--- src/rtl/serial_add_seq_if.sv ---
// Bundles the operand/result handshake and the external full-adder cell hookup
// for serial_add_seq. The master side is whatever drives operands and hosts the cell.
interface serial_add_seq_if #(
    parameter int WIDTH = 8
);
    logic             start;
    logic [WIDTH-1:0] a;
    logic [WIDTH-1:0] b;
    logic             cin;
    logic             fa_x;
    logic             fa_y;
    logic             fa_ci;
    logic             fa_s;
    logic             fa_co;
    logic             busy;
    logic             done;
    logic [WIDTH-1:0] sum;
    logic             cout;

    modport master (
        output start, a, b, cin, fa_s, fa_co,
        input  fa_x, fa_y, fa_ci, busy, done, sum, cout
    );

    modport slave (
        input  start, a, b, cin, fa_s, fa_co,
        output fa_x, fa_y, fa_ci, busy, done, sum, cout
    );
endinterface

--- src/rtl/serial_add_seq.sv ---
// Bit-serial adder: shifts operands LSB-first through an external 1-bit full adder,
// one bit per cycle, and registers {cout,sum} when the last bit has been summed.
module serial_add_seq #(
    parameter int WIDTH = 8
) (
    input  logic           clk,
    input  logic           rst,
    serial_add_seq_if.slave bus
);
    localparam int CW = (WIDTH > 2) ? $clog2(WIDTH) : 1;
    localparam logic [CW-1:0] LAST = CW'(WIDTH - 1);

    typedef enum logic [1:0] {
        IDLE = 2'd0,
        RUN  = 2'd1,
        DONE = 2'd2
    } state_t;

    state_t           r_state;
    state_t           w_state_next;
    logic [WIDTH-1:0] r_a;
    logic [WIDTH-1:0] r_b;
    logic             r_carry;
    logic [CW-1:0]    r_cnt;
    logic [WIDTH-1:0] r_psum;
    logic [WIDTH-1:0] r_sum;
    logic             r_cout;
    logic [WIDTH-1:0] w_psum_shift;

    assign w_psum_shift = {bus.fa_s, r_psum[WIDTH-1:1]};

    always_ff @(posedge clk) begin
        if (rst) begin
            r_state <= IDLE;
        end else begin
            r_state <= w_state_next;
        end
    end

    always_comb begin
        w_state_next = r_state;
        case (r_state)
            IDLE:    if (bus.start) w_state_next = RUN;
            RUN:     if (r_cnt == LAST) w_state_next = DONE;
            DONE:    w_state_next = IDLE;
            default: w_state_next = IDLE;
        endcase
    end

    // Cell inputs come only from registers gated by state, so fa_s/fa_co never loop back.
    always_comb begin
        bus.busy  = 1'b0;
        bus.done  = 1'b0;
        bus.fa_x  = 1'b0;
        bus.fa_y  = 1'b0;
        bus.fa_ci = 1'b0;
        case (r_state)
            RUN: begin
                bus.busy  = 1'b1;
                bus.fa_x  = r_a[0];
                bus.fa_y  = r_b[0];
                bus.fa_ci = r_carry;
            end
            DONE:    bus.done = 1'b1;
            default: ;
        endcase
    end

    always_ff @(posedge clk) begin
        if (rst) begin
            r_a     <= '0;
            r_b     <= '0;
            r_carry <= 1'b0;
            r_cnt   <= '0;
            r_psum  <= '0;
            r_sum   <= '0;
            r_cout  <= 1'b0;
        end else begin
            case (r_state)
                IDLE: begin
                    if (bus.start) begin
                        r_a     <= bus.a;
                        r_b     <= bus.b;
                        r_carry <= bus.cin;
                        r_cnt   <= '0;
                        r_psum  <= '0;
                    end
                end
                RUN: begin
                    r_psum  <= w_psum_shift;
                    r_carry <= bus.fa_co;
                    r_a     <= {1'b0, r_a[WIDTH-1:1]};
                    r_b     <= {1'b0, r_b[WIDTH-1:1]};
                    r_cnt   <= r_cnt + 1'b1;
                    if (r_cnt == LAST) begin
                        r_sum  <= w_psum_shift;
                        r_cout <= bus.fa_co;
                    end
                end
                default: ;
            endcase
        end
    end

    assign bus.sum  = r_sum;
    assign bus.cout = r_cout;
endmodule

--- src/flat_wrapper.sv ---
// flat-port wrapper written by rule: the top's interface ports become plain ports
module serial_add_seq_flat 
#(
    parameter int WIDTH = 8
)
  (clk, rst, bus_start, bus_a, bus_b, bus_cin, bus_fa_s, bus_fa_co, bus_fa_x, bus_fa_y, bus_fa_ci, bus_busy, bus_done, bus_sum, bus_cout);
  serial_add_seq_if #(.WIDTH(WIDTH)) bus_i ();
  input  logic clk;
  input  logic rst;
  input wire logic [$bits(bus_i.start)-1:0] bus_start;
  input wire logic [$bits(bus_i.a)-1:0] bus_a;
  input wire logic [$bits(bus_i.b)-1:0] bus_b;
  input wire logic [$bits(bus_i.cin)-1:0] bus_cin;
  input wire logic [$bits(bus_i.fa_s)-1:0] bus_fa_s;
  input wire logic [$bits(bus_i.fa_co)-1:0] bus_fa_co;
  output wire logic [$bits(bus_i.fa_x)-1:0] bus_fa_x;
  output wire logic [$bits(bus_i.fa_y)-1:0] bus_fa_y;
  output wire logic [$bits(bus_i.fa_ci)-1:0] bus_fa_ci;
  output wire logic [$bits(bus_i.busy)-1:0] bus_busy;
  output wire logic [$bits(bus_i.done)-1:0] bus_done;
  output wire logic [$bits(bus_i.sum)-1:0] bus_sum;
  output wire logic [$bits(bus_i.cout)-1:0] bus_cout;
  assign bus_i.start = bus_start;
  assign bus_i.a = bus_a;
  assign bus_i.b = bus_b;
  assign bus_i.cin = bus_cin;
  assign bus_i.fa_s = bus_fa_s;
  assign bus_i.fa_co = bus_fa_co;
  assign bus_fa_x = bus_i.fa_x;
  assign bus_fa_y = bus_i.fa_y;
  assign bus_fa_ci = bus_i.fa_ci;
  assign bus_busy = bus_i.busy;
  assign bus_done = bus_i.done;
  assign bus_sum = bus_i.sum;
  assign bus_cout = bus_i.cout;
  serial_add_seq #(.WIDTH(WIDTH)) u_core (.clk(clk), .rst(rst), .bus(bus_i));
endmodule
--- config.mk ---
export PLATFORM = sky130hd
export DESIGN_NAME = serial_add_seq_flat
export DESIGN_NICKNAME = d
export VERILOG_FILES = /design/src/rtl/serial_add_seq_if.sv /design/src/rtl/serial_add_seq.sv /design/src/flat_wrapper.sv
export SDC_FILE = /design/constraint.sdc
export NUM_CORES = 1
export LEC_CHECK = 0
export CAP_MARGIN = 40
export CORE_UTILIZATION = 49
export DETAILED_ROUTE_END_ITERATION = 10
export GPL_TIMING_DRIVEN = 0
export PLACE_DENSITY = 0.84
export RECOVER_POWER = 50
export SETUP_SLACK_MARGIN = 0.1
export SYNTH_ARGS = -nofsm -noshare
export SYNTH_HDL_FRONTEND = slang
export SYNTH_SLANG_ARGS = --single-unit
--- constraint.sdc ---
create_clock -name clk -period 1.7 [get_ports clk]
set_input_delay 0.34 -clock clk [delete_from_list [all_inputs] [get_ports clk]]
set_output_delay 0.34 -clock clk [all_outputs]
set_load 0.005 [all_outputs]
==> results of run 1 <==
==> final timing paths <==
path                       endpoint  slack [ns]  depth (start not counted)
setup / recovery          bus_fa_ci        0.11                          4
hold / removal    u_core.bus.sum[5]        0.46                          2
setup reg to reg      u_core.r_b[1]        0.16                          5
hold reg to reg   u_core.bus.sum[5]        0.46                          2
==> per-stage QoR <==
stage	utilization	worst slack (ns)
after floorplan	-	0.418
after global placement	0.648	-0.201
after detailed placement	0.648	-0.237
after CTS	0.692	0.00687
after global routing	0.683	0.0308
final	0.683	0.106
==> where the power goes <==
group / internal (uW) / switching, uW / leakage [uW]
registers: 931 / 21.1 / 0.000311
logic: 133 / 118 / 0.000452
clock network: 305 / 294 / 0.0000450
==> critical path, delay by kind of cell (launching register included) <==
family | cells | cell delay [ns]
and+or+nand+nor | 2 | 0.35
buffers and inverters | 2 | 0.20
DFF | 1 | 0.36
==> placed cells by master (no fill, tap or decap), types with 5 or more instances in the layout <==
master / count
dfxtp_1: 37
clkdlybuf4s50_1: 29
nor2_1: 28
nand2_1: 18
mux2i_1: 16
a22oi_1: 11
a21oi_1: 9
a211oi_1: 9
buf_4: 8
a211oi_2: 7
clkbuf_1: 6
clkbuf_4: 5
==> layer usage <==
layer	routed length, um	track usage
met5	0	0
met1	1640	0.293
met2	1730	0.370
met4	64	0.0782
met3	148	0.0681
==> registers in the layout (all words and copies together), names as in the netlist <==
register and count:
u_core.bus.sum 8, u_core.bus.cout 1, u_core.r_carry 1, u_core.r_a 8, u_core.r_psum 7, u_core.r_b 8, u_core.r_cnt 3, u_core.r_state 2
==> cell families after synthesis <==
| logic type | share of synthesized area |
|---|---|
| compound gates | 0.194 |
| fa+ha+maj | 0.0158 |
| simple gates | 0.154 |
| mux | 0.101 |
| buf+inv | 0.0538 |
| flops | 0.481 |
==> area by class of cell <==
| cell class | instances | area, um2 |
|---|---|---|
| fillers | 246 | 968 |
| flip-flops and latches | 38 | 762 |
| multi-input cells | 111 | 746 |
| repair buffers | 41 | 378 |
| plain buffers | 10 | 62.6 |
| well taps | 44 | 55.1 |
| clock inverters | 3 | 40.0 |
| clock buffers | 5 | 37.5 |
| inverters | 1 | 3.75 |
==> repair_timing <==
action	CTS	global route
endpoints found under the hold margin	0	0
endpoints found under the setup margin	5	3
pin swaps	1	0
buffers inserted	7	0
gates cloned	0	0
resized for setup	29	3
==> impl_metrics.py, run 1 <==
metrics = {
    "placement": {
        "port_buffers": 34,
        "globalplace.congestion": 0.710,
        "postPlaceCellArea_um2": 1980,
        "dp_hpwl_um": 2400,
        "dp_cells": 240,
    },
    "synth": {
        "avgSynthCellArea_um2": 9.76,
        "synth_nets": 186,
        "ys_types": 24,
        "ys_top_cells_by_area": "dfxtp_1 48%, mux2i_1 10%, nor2_1 6.6%, a211oi_2 5.5%, a22oi_1 5.2%",
        "synth_top_area_share": 0.481,
        "yosysSeqAreaShare": 0.481,
        "synthTopCellsByCount": "38 x dfxtp_1, 28 x nor2_1, 18 x nand2_1",
        "synth_top_area_cell": "dfxtp_1",
        "syn_inst": 162,
        "syn_area_um2": 1580,
        "yosysMostFrequentCell": "dfxtp_1",
        "ys_ff_latch": 38,
        "synth_edf_count": 0,
        "async_flop_share": 0,
        "ys.flop_type": "dfxtp_1",
        "ys_warn_count": 0,
    },
    "timing": {
        "fin_hold_ws_ns": 0.463,
        "fin_crit_sh": 0.938,
        "slew_violations": 0,
        "min_period_ns": 1.59,
        "setup_tns_ns": 0,
        "setup_viol": 0,
        "rsz0062_at_grt": "true",
        "max_freq_mhz": 627,
        "relSlewSlack": 0.569,
        "worstMarginPinSlew_ns": 0.647,
        "skew_ns": 0.0113,
        "hold_viol": 0,
    },
    "setup_path": {
        "critPathMaxStageDelay_ns": 0.36,
        "critPathMaxFanout": 5,
        "r2r-start": "u_core.r_state[1]",
        "crit_slowest_cell": "dfxtp_1",
        "cp_data_arrival_time_ns": 1.25,
        "crit_type": "flip-flop to output pin",
        "cp_data_required_time_ns": 1.36,
        "crit_start": "u_core.r_state[0]",
        "path_cells": "nor2b_4 -> buf_6 -> and2_4 -> buf_6",
        "end_kind": "output pin",
        "cp_common_cell": "buf_6",
        "start_kind": "flip-flop",
    },
    "power_and_ir_drop": {
        "power_uw": 1800,
        "p_leak_uw": 0.000808,
        "vdd_ir_drop_max_mv": 0.901,
        "powerDensity_nw_per_um2": 864,
    },
    "routing": {
        "drc": 0,
        "wl_um": 3590,
        "drtAntennaViolNets": 0,
        "post_drt_wl_per_cell_um": 14.2,
        "avgViaCountPerCell": 5.32,
        "vias": 1345,
        "drtPass1Iterations": 4,
        "drt-initial-drc-count": 72,
    },
    "clock_tree": {
        "htreeDepth": 2,
        "cts_root_buffer": "clkbuf_4",
        "clock-sinks": 38,
        "clockBufferDepth": 2,
        "clk_latency_ns": 0.35,
        "clk_pin_slew_ns": 0.12,
        "cts_buffers": 5,
        "tritoncts": "yes",
        "cts_hold_buf": 0,
    },
    "grt": {
        "grt_overflow": 0,
        "grt_usage": 0.230,
        "first_global_vias": 1303,
        "grt_max_degree": 19,
        "antenna_found_initial": 0,
        "grt_pass1_wl_um": 5910,
    },
    "final_layout": {
        "area_delta_synth_final_pct": 31.8,
        "nets": 232,
        "postLayoutCellArea_um2": 2080,
        "drive_gt1_frac": 0.177,
        "n_antenna_cell": 0,
        "stdcell_count": 253,
    },
    "hold_path": {
        "hold_class": "flip-flop to flip-flop",
        "worstHoldStart": "u_core.bus.sum[5]",
    },
    "floorplan": {
        "start_util": 0.518,
        "coreArea_um2": 3050,
        "placementRows": 20,
        "die_h_um": 58.8,
        "die_x_um": 58.8,
        "design.portCount": 36,
        "die_area_um2": 3460,
    },
    "status": {
        "status": "complete, no violations",
    },
    "run": {
        "maxCapViolCount": 0,
    },
}
Power figures use the tool's default switching activity.
==> run 2: changes to the inputs <==
--- a/config.mk
+++ b/config.mk
@@ -6,6 +6,7 @@
 export NUM_CORES = 1
 export LEC_CHECK = 0
 export CAP_MARGIN = 40
+export CORE_MARGIN = 1
 export CORE_UTILIZATION = 49
 export DETAILED_ROUTE_END_ITERATION = 10
 export GPL_TIMING_DRIVEN = 0
==> results of run 2 <==
Same layout as run 1: the final DEF is identical, and so are final timing and power.
==> run 3: changes to the inputs <==
--- a/config.mk
+++ b/config.mk
@@ -5,9 +5,10 @@
 export SDC_FILE = /design/constraint.sdc
 export NUM_CORES = 1
 export LEC_CHECK = 0
-export CAP_MARGIN = 40
+export CELL_PAD_IN_SITES_DETAIL_PLACEMENT = 0
+export CELL_PAD_IN_SITES_GLOBAL_PLACEMENT = 1
 export CORE_MARGIN = 1
-export CORE_UTILIZATION = 49
+export CORE_UTILIZATION = 37
 export DETAILED_ROUTE_END_ITERATION = 10
 export GPL_TIMING_DRIVEN = 0
 export PLACE_DENSITY = 0.84
==> run 3 against run 2 <==
Net effect: global-route usage decreased by 5.3 points; count of clock-buffer cells in the layout up 1; register-to-register slack is essentially flat; sequential power barely moved; maximum frequency rose by 0.17%; core utilization is 14 points lower; combinational power about the same; sequential share of layout area is 1.5 points lower; first-iteration DRC count fell by 33%; clock power rose by 59%; total power grew 20%; non-clock buffer count rose by 1; critical endpoint is now bus_done; largest cell class unchanged.
==> impl_metrics.py, run 3 (synthesis results as in run 1) <==
metrics = {
    "routing": {
        "avgViaCountPerCell": 5.02,
        "vias": 1306,
        "drc": 0,
        "post_drt_wl_per_cell_um": 13.9,
        "drt-initial-drc-count": 48,
        "wl_um": 3610,
        "drtAntennaViolNets": 0,
        "drtPass1Iterations": 4,
    },
    "timing": {
        "min_period_ns": 1.59,
        "skew_ns": 0.0110,
        "hold_viol": 0,
        "setup_viol": 0,
        "rsz0062_at_grt": "false",
        "max_freq_mhz": 628,
        "fin_crit_sh": 0.936,
        "relSlewSlack": 0.568,
        "slew_violations": 0,
        "worstMarginPinSlew_ns": 0.648,
        "fin_hold_ws_ns": 0.457,
    },
    "grt": {
        "grt_max_degree": 19,
        "grt_usage": 0.177,
        "grt_overflow": 0,
        "grt_pass1_wl_um": 5920,
        "antenna_found_initial": 0,
        "first_global_vias": 1299,
    },
    "clock_tree": {
        "cts_root_buffer": "clkbuf_8",
        "clock-sinks": 38,
        "clockBufferDepth": 2,
        "cts_buffers": 5,
        "htreeDepth": 2,
        "cts_hold_buf": 0,
        "tritoncts": "yes",
        "clk_latency_ns": 0.30,
        "clk_pin_slew_ns": 0.08,
    },
    "setup_path": {
        "end_kind": "output pin",
        "start_kind": "flip-flop",
        "path_cells": "clkbuf_1 -> buf_12 -> nor2b_4 -> clkdlybuf4s15_2",
        "reg2reg_depth": 6,
        "crit_type": "flip-flop to output pin",
        "crit_start": "u_core.r_state[0]",
        "r2r-start": "u_core.r_state[0]",
        "crit_slowest_cell": "dfxtp_4",
        "cp_data_required_time_ns": 1.36,
        "cp_data_arrival_time_ns": 1.25,
        "r2r-end": "u_core.bus.sum[1]",
        "r2r_slack_ns": 0.15,
        "critPathMaxFanout": 4,
        "critPathMaxStageDelay_ns": 0.35,
    },
    "hold_path": {
        "worstHoldStart": "u_core.bus.sum[5]",
        "whs_endpoint": "u_core.bus.sum[5]",
        "hold_class": "flip-flop to flip-flop",
        "whs_path_depth": 2,
    },
    "power_and_ir_drop": {
        "power_uw": 2150,
        "vdd_ir_drop_max_mv": 0.440,
        "p_leak_uw": 0.000867,
        "powerDensity_nw_per_um2": 982,
    },
    "final_layout": {
        "nets": 233,
        "drive_gt1_frac": 0.190,
        "final_util": 0.541,
        "stdcell_count": 260,
        "fillerInstances": 359,
        "final_cell_mix": "36 x dfxtp_1, 29 x clkdlybuf4s50_1, 28 x nor2_1, 18 x nand2_1, 16 x mux2i_1",
        "layout_commonest_cell": "dfxtp_1",
        "area_delta_synth_final_pct": 38.7,
        "n_antenna_cell": 0,
    },
    "floorplan": {
        "placementRows": 23,
        "die_h_um": 67.4,
        "start_util": 0.390,
        "design.portCount": 36,
        "die_x_um": 67.4,
        "coreArea_um2": 4060,
        "die_area_um2": 4540,
    },
    "run": {
        "maxCapViolCount": 0,
    },
    "placement": {
        "dp_cells": 246,
        "dp_hpwl_um": 2450,
        "globalplace.congestion": 0.705,
        "port_buffers": 34,
    },
    "status": {
        "status": "complete, no violations",
    },
}
==> run 3: cell count changes in the layout (fill, tap and decap cells not counted), moves of 2 or more <==
cell      before  now
dfxtp_4        0    2
clkbuf_8       0    6
clkbuf_4       5    0
clkinv_2       2    0
==> run 3: report_power, final <==
group | switching, uW | leakage, uW | internal, uW
Combinational | 118 | 0.000483 | 135
Clock | 324 | 0.0000714 | 626
Sequential | 21.7 | 0.000312 | 928
Total | 464 | 0.000867 | 1690
==> run 3: cell type report <==
class / instances / area [um2] / share of cell area
timing repair buffer: 42 / 390 / 0.178
tap: 50 / 62.6 / 0.0285
clock buffer: 6 / 82.6 / 0.0376
multi-input combinational: 111 / 762 / 0.347
inverter: 1 / 3.75 / 0.00171
buffer: 10 / 63.8 / 0.0291
sequential: 38 / 768 / 0.350
clock inverter: 2 / 60.1 / 0.0274
==> run 3: critical path: cells and delay by family (launching register included) <==
kind	cells	cell delay, ns
simple gates	1	0.03
flops	1	0.35
buf+inv	3	0.56
==> run 3: what timing repair did <==
action	CTS	global route
hold endpoints to repair	0	0
buffers inserted	8	0
setup endpoints to repair	5	4
resized for setup	26	4
pin swaps	0	0
cloned	0	0
==> run 3: worst max path at each step <==
stage,end,slack (ns),cells after the start
floorplan,bus_fa_ci,0.42,3
global placement,bus_fa_x,-0.23,4
detailed placement,bus_fa_x,-0.26,4
CTS,bus_fa_x,0.002,5
global route,bus_done,0.07,4
finish,bus_done,0.11,4
==> run 3: routing by layer <==
metal  wire (um)  up-vias  global-route usage
met5           0        -                   0
met1        1680      608               0.218
li1            -      666                   -
met3         100        7              0.0304
met4          84        0              0.0904
met2        1740       25               0.294
==> run 3: per-stage QoR <==
stage	setup WS, ns	cell area, um2	TNS [ns]
after floorplan	0.418	1580	0
after global placement	-0.227	1980	-0.734
after detailed placement	-0.263	1980	-0.888
after CTS	0.00152	2200	0
after global routing	0.0711	2190	0
final	0.109	2190	0
